## src/rtl/interrupt_sequencer_pkg.sv

```systemverilog
// Shared encodings for the interrupt/reset entry sequencer: states, source
// types, push-source codes and the vector table.
package interrupt_sequencer_pkg;

  typedef enum logic [2:0] {
    ST_IDLE   = 3'd0,
    ST_DUMMY  = 3'd1,
    ST_PUSH_H = 3'd2,
    ST_PUSH_L = 3'd3,
    ST_PUSH_P = 3'd4,
    ST_VEC_LO = 3'd5,
    ST_VEC_HI = 3'd6
  } seq_state_e;

  typedef enum logic [1:0] {
    SRC_RES = 2'd0,
    SRC_NMI = 2'd1,
    SRC_IRQ = 2'd2,
    SRC_BRK = 2'd3
  } src_type_e;

  localparam logic [1:0] DSEL_NONE = 2'd0;
  localparam logic [1:0] DSEL_PCH  = 2'd1;
  localparam logic [1:0] DSEL_PCL  = 2'd2;
  localparam logic [1:0] DSEL_P    = 2'd3;

  localparam logic [15:0] VEC_NMI = 16'hFFFA;
  localparam logic [15:0] VEC_RES = 16'hFFFC;
  localparam logic [15:0] VEC_IRQ = 16'hFFFE;

  function automatic logic is_push(seq_state_e s);
    return (s == ST_PUSH_H) || (s == ST_PUSH_L) || (s == ST_PUSH_P);
  endfunction

endpackage

```

## src/rtl/interrupt_sequencer_if.sv

```systemverilog
// Bundle between the interrupt/reset controller side (master) and the
// sequencer (slave).
interface interrupt_sequencer_if;
  // rdy=1 lets DUMMY/VEC_LO/VEC_HI advance; rdy=0 stalls them. Push cycles
  // are writes and never stall on rdy.
  logic        nmi;
  logic        irq;
  logic        res;
  logic        iFlag;
  logic        brkOp;
  logic        opFetch;
  logic        rdy;
  logic        intActive;
  logic [2:0]  seqState;
  logic        spDec;
  logic        wrEn;
  logic [1:0]  dataSel;
  logic        bFlagOut;
  logic        setI;
  logic        vecLoadLo;
  logic        vecLoadHi;
  logic [15:0] vecAddr;
  logic        nmiHandled;
  logic        irqHandled;
  logic        resHandled;

  modport master (
    output nmi, irq, res, iFlag, brkOp, opFetch, rdy,
    input  intActive, seqState, spDec, wrEn, dataSel, bFlagOut, setI,
           vecLoadLo, vecLoadHi, vecAddr, nmiHandled, irqHandled, resHandled
  );

  modport slave (
    input  nmi, irq, res, iFlag, brkOp, opFetch, rdy,
    output intActive, seqState, spDec, wrEn, dataSel, bFlagOut, setI,
           vecLoadLo, vecLoadHi, vecAddr, nmiHandled, irqHandled, resHandled
  );
endinterface

```

## src/rtl/interrupt_sequencer_vector_select.sv

```systemverilog
// Maps the latched source type and the hi/lo vector byte select to the
// vector fetch address.
module vector_select
  import interrupt_sequencer_pkg::*;
(
  input  src_type_e   src,
  input  logic        hi,
  output logic [15:0] addr
);

  logic [15:0] base;

  always_comb begin
    base = VEC_IRQ;
    case (src)
      SRC_NMI: base = VEC_NMI;
      SRC_RES: base = VEC_RES;
      default: base = VEC_IRQ;
    endcase
    addr = base | {15'd0, hi};
  end

endmodule

```

## src/rtl/interrupt_sequencer.sv

```systemverilog
// Seven-cycle RES/NMI/IRQ/BRK entry sequence: dummy read, three stack
// pushes, two vector fetches, with NMI hijack and reset abort.
module interrupt_sequencer
  import interrupt_sequencer_pkg::*;
(
  input  logic                  phi1,
  input  logic                  rstAll,
  interrupt_sequencer_if.slave  bus
);

  seq_state_e  state_q, state_d;
  src_type_e   src_q, src_d;
  logic        bflag_q, bflag_d;
  logic [15:0] vec_sel;

  always_ff @(posedge phi1 or posedge rstAll) begin
    if (rstAll) begin
      state_q <= ST_IDLE;
      src_q   <= SRC_RES;
      bflag_q <= 1'b0;
    end else begin
      state_q <= state_d;
      src_q   <= src_d;
      bflag_q <= bflag_d;
    end
  end

  always_comb begin
    state_d = state_q;
    src_d   = src_q;
    bflag_d = bflag_q;
    case (state_q)
      ST_IDLE: begin
        if (bus.opFetch && bus.rdy) begin
          if (bus.res) begin
            src_d = SRC_RES; bflag_d = 1'b0; state_d = ST_DUMMY;
          end else if (bus.nmi) begin
            src_d = SRC_NMI; bflag_d = 1'b0; state_d = ST_DUMMY;
          end else if (bus.irq && !bus.iFlag) begin
            src_d = SRC_IRQ; bflag_d = 1'b0; state_d = ST_DUMMY;
          end else if (bus.brkOp) begin
            src_d = SRC_BRK; bflag_d = 1'b1; state_d = ST_DUMMY;
          end
        end
      end
      ST_DUMMY:  if (bus.rdy) state_d = ST_PUSH_H;
      ST_PUSH_H: state_d = ST_PUSH_L;
      ST_PUSH_L: state_d = ST_PUSH_P;
      ST_PUSH_P: state_d = ST_VEC_LO;
      ST_VEC_LO: if (bus.rdy) state_d = ST_VEC_HI;
      ST_VEC_HI: if (bus.rdy) state_d = ST_IDLE;
      default:   state_d = ST_IDLE;
    endcase

    // The B bit stays with the latch, so a late hijack only redirects the vector.
    if (bus.nmi && (src_q == SRC_IRQ || src_q == SRC_BRK) &&
        (state_q == ST_DUMMY || is_push(state_q)))
      src_d = SRC_NMI;

    if (bus.res && state_q != ST_IDLE) begin
      state_d = ST_DUMMY;
      src_d   = SRC_RES;
      bflag_d = 1'b0;
    end
  end

  vector_select u_vector_select (
    .src  (src_q),
    .hi   (state_q == ST_VEC_HI),
    .addr (vec_sel)
  );

  always_comb begin
    bus.intActive  = (state_q != ST_IDLE);
    bus.seqState   = state_q;
    bus.spDec      = is_push(state_q);
    bus.wrEn       = is_push(state_q) && (src_q != SRC_RES);
    bus.dataSel    = DSEL_NONE;
    case (state_q)
      ST_PUSH_H: bus.dataSel = DSEL_PCH;
      ST_PUSH_L: bus.dataSel = DSEL_PCL;
      ST_PUSH_P: bus.dataSel = DSEL_P;
      default:   bus.dataSel = DSEL_NONE;
    endcase
    bus.bFlagOut   = (state_q == ST_PUSH_P) && bflag_q;
    bus.setI       = (state_q == ST_VEC_LO);
    bus.vecLoadLo  = (state_q == ST_VEC_LO) && bus.rdy;
    bus.vecLoadHi  = (state_q == ST_VEC_HI) && bus.rdy;
    bus.vecAddr    = (state_q == ST_VEC_LO || state_q == ST_VEC_HI) ? vec_sel : 16'h0000;
    bus.nmiHandled = (state_q == ST_VEC_HI) && (src_q == SRC_NMI);
    bus.irqHandled = (state_q == ST_VEC_HI) && (src_q == SRC_IRQ);
    bus.resHandled = (state_q == ST_VEC_HI) && (src_q == SRC_RES);
  end

endmodule

```

## src/flat_wrapper.sv

```systemverilog
// flat-port wrapper written by rule: the top's interface ports become plain ports
module interrupt_sequencer_flat import interrupt_sequencer_pkg::*;
  (phi1, rstAll, bus_nmi, bus_irq, bus_res, bus_iFlag, bus_brkOp, bus_opFetch, bus_rdy, bus_intActive, bus_seqState, bus_spDec, bus_wrEn, bus_dataSel, bus_bFlagOut, bus_setI, bus_vecLoadLo, bus_vecLoadHi, bus_vecAddr, bus_nmiHandled, bus_irqHandled, bus_resHandled);
  interrupt_sequencer_if bus_i ();
  input  logic phi1;
  input  logic rstAll;
  input wire logic [$bits(bus_i.nmi)-1:0] bus_nmi;
  input wire logic [$bits(bus_i.irq)-1:0] bus_irq;
  input wire logic [$bits(bus_i.res)-1:0] bus_res;
  input wire logic [$bits(bus_i.iFlag)-1:0] bus_iFlag;
  input wire logic [$bits(bus_i.brkOp)-1:0] bus_brkOp;
  input wire logic [$bits(bus_i.opFetch)-1:0] bus_opFetch;
  input wire logic [$bits(bus_i.rdy)-1:0] bus_rdy;
  output wire logic [$bits(bus_i.intActive)-1:0] bus_intActive;
  output wire logic [$bits(bus_i.seqState)-1:0] bus_seqState;
  output wire logic [$bits(bus_i.spDec)-1:0] bus_spDec;
  output wire logic [$bits(bus_i.wrEn)-1:0] bus_wrEn;
  output wire logic [$bits(bus_i.dataSel)-1:0] bus_dataSel;
  output wire logic [$bits(bus_i.bFlagOut)-1:0] bus_bFlagOut;
  output wire logic [$bits(bus_i.setI)-1:0] bus_setI;
  output wire logic [$bits(bus_i.vecLoadLo)-1:0] bus_vecLoadLo;
  output wire logic [$bits(bus_i.vecLoadHi)-1:0] bus_vecLoadHi;
  output wire logic [$bits(bus_i.vecAddr)-1:0] bus_vecAddr;
  output wire logic [$bits(bus_i.nmiHandled)-1:0] bus_nmiHandled;
  output wire logic [$bits(bus_i.irqHandled)-1:0] bus_irqHandled;
  output wire logic [$bits(bus_i.resHandled)-1:0] bus_resHandled;
  assign bus_i.nmi = bus_nmi;
  assign bus_i.irq = bus_irq;
  assign bus_i.res = bus_res;
  assign bus_i.iFlag = bus_iFlag;
  assign bus_i.brkOp = bus_brkOp;
  assign bus_i.opFetch = bus_opFetch;
  assign bus_i.rdy = bus_rdy;
  assign bus_intActive = bus_i.intActive;
  assign bus_seqState = bus_i.seqState;
  assign bus_spDec = bus_i.spDec;
  assign bus_wrEn = bus_i.wrEn;
  assign bus_dataSel = bus_i.dataSel;
  assign bus_bFlagOut = bus_i.bFlagOut;
  assign bus_setI = bus_i.setI;
  assign bus_vecLoadLo = bus_i.vecLoadLo;
  assign bus_vecLoadHi = bus_i.vecLoadHi;
  assign bus_vecAddr = bus_i.vecAddr;
  assign bus_nmiHandled = bus_i.nmiHandled;
  assign bus_irqHandled = bus_i.irqHandled;
  assign bus_resHandled = bus_i.resHandled;
  interrupt_sequencer u_core (.phi1(phi1), .rstAll(rstAll), .bus(bus_i));
endmodule
```

## config.mk

```make
export PLATFORM = sky130hd
export DESIGN_NAME = interrupt_sequencer_flat
export DESIGN_NICKNAME = d
export VERILOG_FILES = /design/src/rtl/interrupt_sequencer_pkg.sv /design/src/rtl/interrupt_sequencer_if.sv /design/src/rtl/interrupt_sequencer_vector_select.sv /design/src/rtl/interrupt_sequencer.sv /design/src/flat_wrapper.sv
export SDC_FILE = /design/constraint.sdc
export NUM_CORES = 1
export LEC_CHECK = 0
export BUFFER_PORTS_ARGS = -buffer_cell sky130_fd_sc_hd__buf_4
export CORE_UTILIZATION = 45
export CTS_BUF_LIST = sky130_fd_sc_hd__clkbuf_16
export CTS_CLUSTER_DIAMETER = 50
export DETAILED_ROUTE_END_ITERATION = 10
export HOLD_SLACK_MARGIN = 0.03
export MAX_ROUTING_LAYER = met4
export PLACE_DENSITY_LB_ADDON = 0.1
export SKIP_CTS_REPAIR_TIMING = 1
export SLEW_MARGIN = 20
export SYNTH_ARGS = -nofsm -noshare
export SYNTH_HDL_FRONTEND = slang
export SYNTH_HIERARCHICAL = 1
export SYNTH_SLANG_ARGS = --single-unit
```

## constraint.sdc

```tcl
create_clock -name phi1 -period 4.2 [get_ports phi1]
set_clock_uncertainty 0.2 [all_clocks]
set_input_delay 0.84 -clock phi1 [delete_from_list [all_inputs] [get_ports phi1]]
set_output_delay 0.84 -clock phi1 [all_outputs]
set_load 0.01 [all_outputs]
```

==> summary by stage <==
Power
Of the total power, combinational logic draws 0.437. Internal power comes to between 0.3 and 0.4 mW. The standby leakage power is ~0.58 nW.

VDD sags by at most about 0.00064 V. Of the total power, registers draw 0.268. For this design the total switching power over the nets is between 0.2 and 0.25 mW.

Power spread over the standard cell area amounts to between 500 and 600 mW/mm^2. The overall power of the completed layout is ~0.5 mW. The fraction of power spent switching nets is 0.394. The share of total power dissipated in the clock network is 0.295.

Place
After legalization and detailed placement, the total HPWL measured 1180 um. The number of buffer cells added on primary ports is 39. The congestion estimate from routability-driven global placement came to ~0.78.

Worst setup path
The endpoint identified for the worst register-to-register timing path is u_core/src_q[0]. The slack of the worst reg-to-reg path is 2.20 ns. Data on the critical path is required at its endpoint by roughly 3.2 ns. The biggest fanout along the worst timing path is 26. The worst setup path is launched from a register. The type of the worst setup path is register to output port. The endpoint arrival time on the critical path is between 1.5 and 2 ns.

The startpoint of the most critical register-to-register path is u_core/bus.seqState[2]. The critical path capture point type is an output port. The length in cells of the worst reg-to-reg path is 4.

Clocking
The CTS root buffer is clkbuf_16. Counting the buffers created by CTS gives 3. The CTS sink count is 6.

In this run the number of H-tree levels came out at 1. The latest clock arrival within the worst-skew pair is 0.23 ns. The clock passes through at most 2 buffers. TritonCTS built the clock tree. Clock-pin slew was measured on the worst setup and hold paths at 0.03 ns.

Timing
The total count of hold-check failures in the final report was 0. Setup repair after global routing left no endpoint under its margin. Timing would allow up to 0.362 GHz.

The worst relative slew slack is 0.574. The smallest clock period supported by the final layout is computed as around 2.8 ns. The final number of max-transition violations was 0. The final setup violation count is 0.

The pin slew with the least headroom to its limit is 0.639 ns. The post-route fraction of the period consumed by the critical path is 0.657. The total negative slack is 0 ns.

Floorplanning
Row generation in the floorplan step produced 13 rows. The floorplan step set the die width to 41.6 um. The starting density of the core is 0.511. The total area inside the core boundary comes to about 0.0014 sq mm. The number of I/O pins is 40.

The die covers 0.00173 sq mm. Measured along the y axis, the die boundary spans between 40 and 50 um.

Synth
The most common cell in the netlist is and3_1. In this run, synthesis produced a sequential element count of 6. The fraction of synthesized cell area taken by the top area cell type is 0.212. The number of instances in the synthesized netlist is between 90 and 100.

The netlist uses 30 different library cells. The share of flip-flops with an asynchronous set or reset after synthesis is 1.00. The number of synthesized flops with an enable pin is 0. In the post-synthesis netlist, the biggest area contributors are dfrtp_1 21%, buf_4 17%, and3_1 15%. The predominant post-synthesis flop cell is dfrtp_1. For this run, the register share of the synthesized area comes to 0.212. Counting instances in the post-synthesis netlist gives the leading cell types as 17 x and3_1, 16 x buf_4, 7 x a21oi_1, 6 x dfrtp_1, 5 x nor2_1. The largest total area in the synthesized netlist belongs to dfrtp_1. The synthesized area divided by synthesized cell count is ~7.4 sq um. For this run, the number of Yosys warnings is 6. The synthesized area is around 710 sq um.

Final layout
The number of nets in the layout is between 100 and 150. The core occupancy in the finished layout is 0.729. The proportion of layout cells with a drive suffix above 1 is 0.374. The repair_antennas step left the layout with diodes totalling 0. Compared with the post-synthesis result, the final layout area differs by 42.5%.

Run
The reported max-cap violation count is 0.

Worst hold path
For hold timing, the worst endpoint is u_core/bflag_q. The worst hold path begins at u_core/bflag_q. In this run the worst hold path is classified as register to register. The hold-critical path depth is 1.

Drt
The number of DRC markers after the initial detailed-route iteration is 18. The average routed wire per standard cell is roughly 11 um. The overall routed net length is around 1600 um. The DRC violation count after routing is 0. Summing over every cut layer, the via total after detailed routing is about 730. The count of nets left with antenna violations once routing finished came out at 0. The number of vias per cell is about 5.0. The first detailed-routing pass ran for 4 iterations.

GRT
The number of global-route vias before repair was 607. Across every metal layer, demand over resource in global routing totals 0.204. The wire length of the first global-routing pass is ~2700 um. The number of antenna violations at the first check in global routing is 0. The global route total overflow is 0. Entering global routing, the biggest net connects 27 pins.

Outcome
The flow ran to the end, and the final reports show no timing, DRC or antenna violations.
## state kept, by name, summed over array words and instances (netlist names)
register,count
u_core/bflag_q,1
u_core/bus.seqState,3
u_core/src_q,2
## worst max-delay path by stage
| stage | slack, ns | startpoint | cells past startpoint | end |
|---|---|---|---|---|
| CTS | 1.45 | u_core/bus.seqState[2] | 4 | bus_wrEn |
| global placement | 1.74 | u_core/bus.seqState[2] | 4 | bus_wrEn |
| floorplan | 1.89 | u_core/bus.seqState[1] | 4 | bus_vecAddr[10] |
| detailed placement | 1.70 | u_core/bus.seqState[2] | 4 | bus_wrEn |
| global route | 1.25 | u_core/bus.seqState[2] | 4 | bus_wrEn |
| finish | 1.44 | u_core/bus.seqState[2] | 4 | bus_wrEn |
## power groups by stage
stage	registers, mW	clock network (mW)	logic [mW]
after floorplan	0.113	0	0.173
after global placement	0.134	0	0.219
after detailed placement	0.137	0	0.223
after CTS	0.137	0.154	0.224
after global routing	0.146	0.157	0.249
final	0.138	0.152	0.225
## worst max-delay path, cell delays in order (launching register included)
cell      delay [ns]
dfrtp_1         0.74
nand2b_1        0.24
o21ai_1         0.24
o21a_1          0.16
buf_4           0.11
## metrics by stage
| step | hold WS (ns) | std cells | setup slack, ns | instance area [sq um] |
|---|---|---|---|---|
| after global placement | 0.274 | 143 | 1.74 | 932 |
| final | 0.293 | 146 | 1.44 | 1010 |
| after global routing | 0.316 | 146 | 1.25 | 1010 |
| after detailed placement | 0.291 | 143 | 1.70 | 932 |
| after floorplan | 0.260 | 108 | 1.89 | 752 |
| after CTS | 0.298 | 146 | 1.45 | 1010 |
## cells in the final DEF, fill, tap and decap left out
master	n
o21ai_0	3
o211ai_1	1
o21ai_1	3
clkbuf_16	3
nand2_1	3
or3_1	1
inv_1	4
and3_1	17
mux2_1	1
nor2b_1	2
mux2i_2	1
inv_2	2
o22a_1	1
or2_2	1
o21a_1	1
nand2b_1	4
buf_4	39
or2_0	1
xor2_2	1
dfrtp_1	6
nor3_2	1
nor2_1	5
or2_1	1
nand3_1	2
and2_1	2
a21oi_1	7
nand4_1	1
nor3_1	3
conb_1	13
nor3_4	1
## per-layer routing
layer	vias to the layer above	GRT usage	wire, um
li1	369	-	-
met1	315	0.256	667
met2	39	0.325	800
met3	4	0.0261	116
met4	0	0.0968	29
met5	-	-	0
## cells by family (layout without fill, tap and decap cells)
| family | count (synthesis) | after routing | synth area share |
|---|---|---|---|
| multiplexers | 2 | 2 | 0.0354 |
| buffers and inverters | 25 | 48 | 0.218 |
| AO/OA/AOI/OAI | 16 | 16 | 0.126 |
| AND/OR/NAND/NOR | 45 | 45 | 0.381 |
| flip-flops | 6 | 6 | 0.212 |
| other | 1 | 13 | 0.00530 |
| XOR/XNOR | 1 | 1 | 0.0230 |
## layout make-up
| class | count | area, sq um |
|---|---|---|
| fill | 117 | 375 |
| sequential | 6 | 150 |
| inverter | 6 | 22.5 |
| timing repair buffer | 39 | 293 |
| tap | 15 | 18.8 |
| multi-input combinational | 77 | 448 |
| clock buffer | 3 | 75.1 |
(Power assumes the default switching activity.)
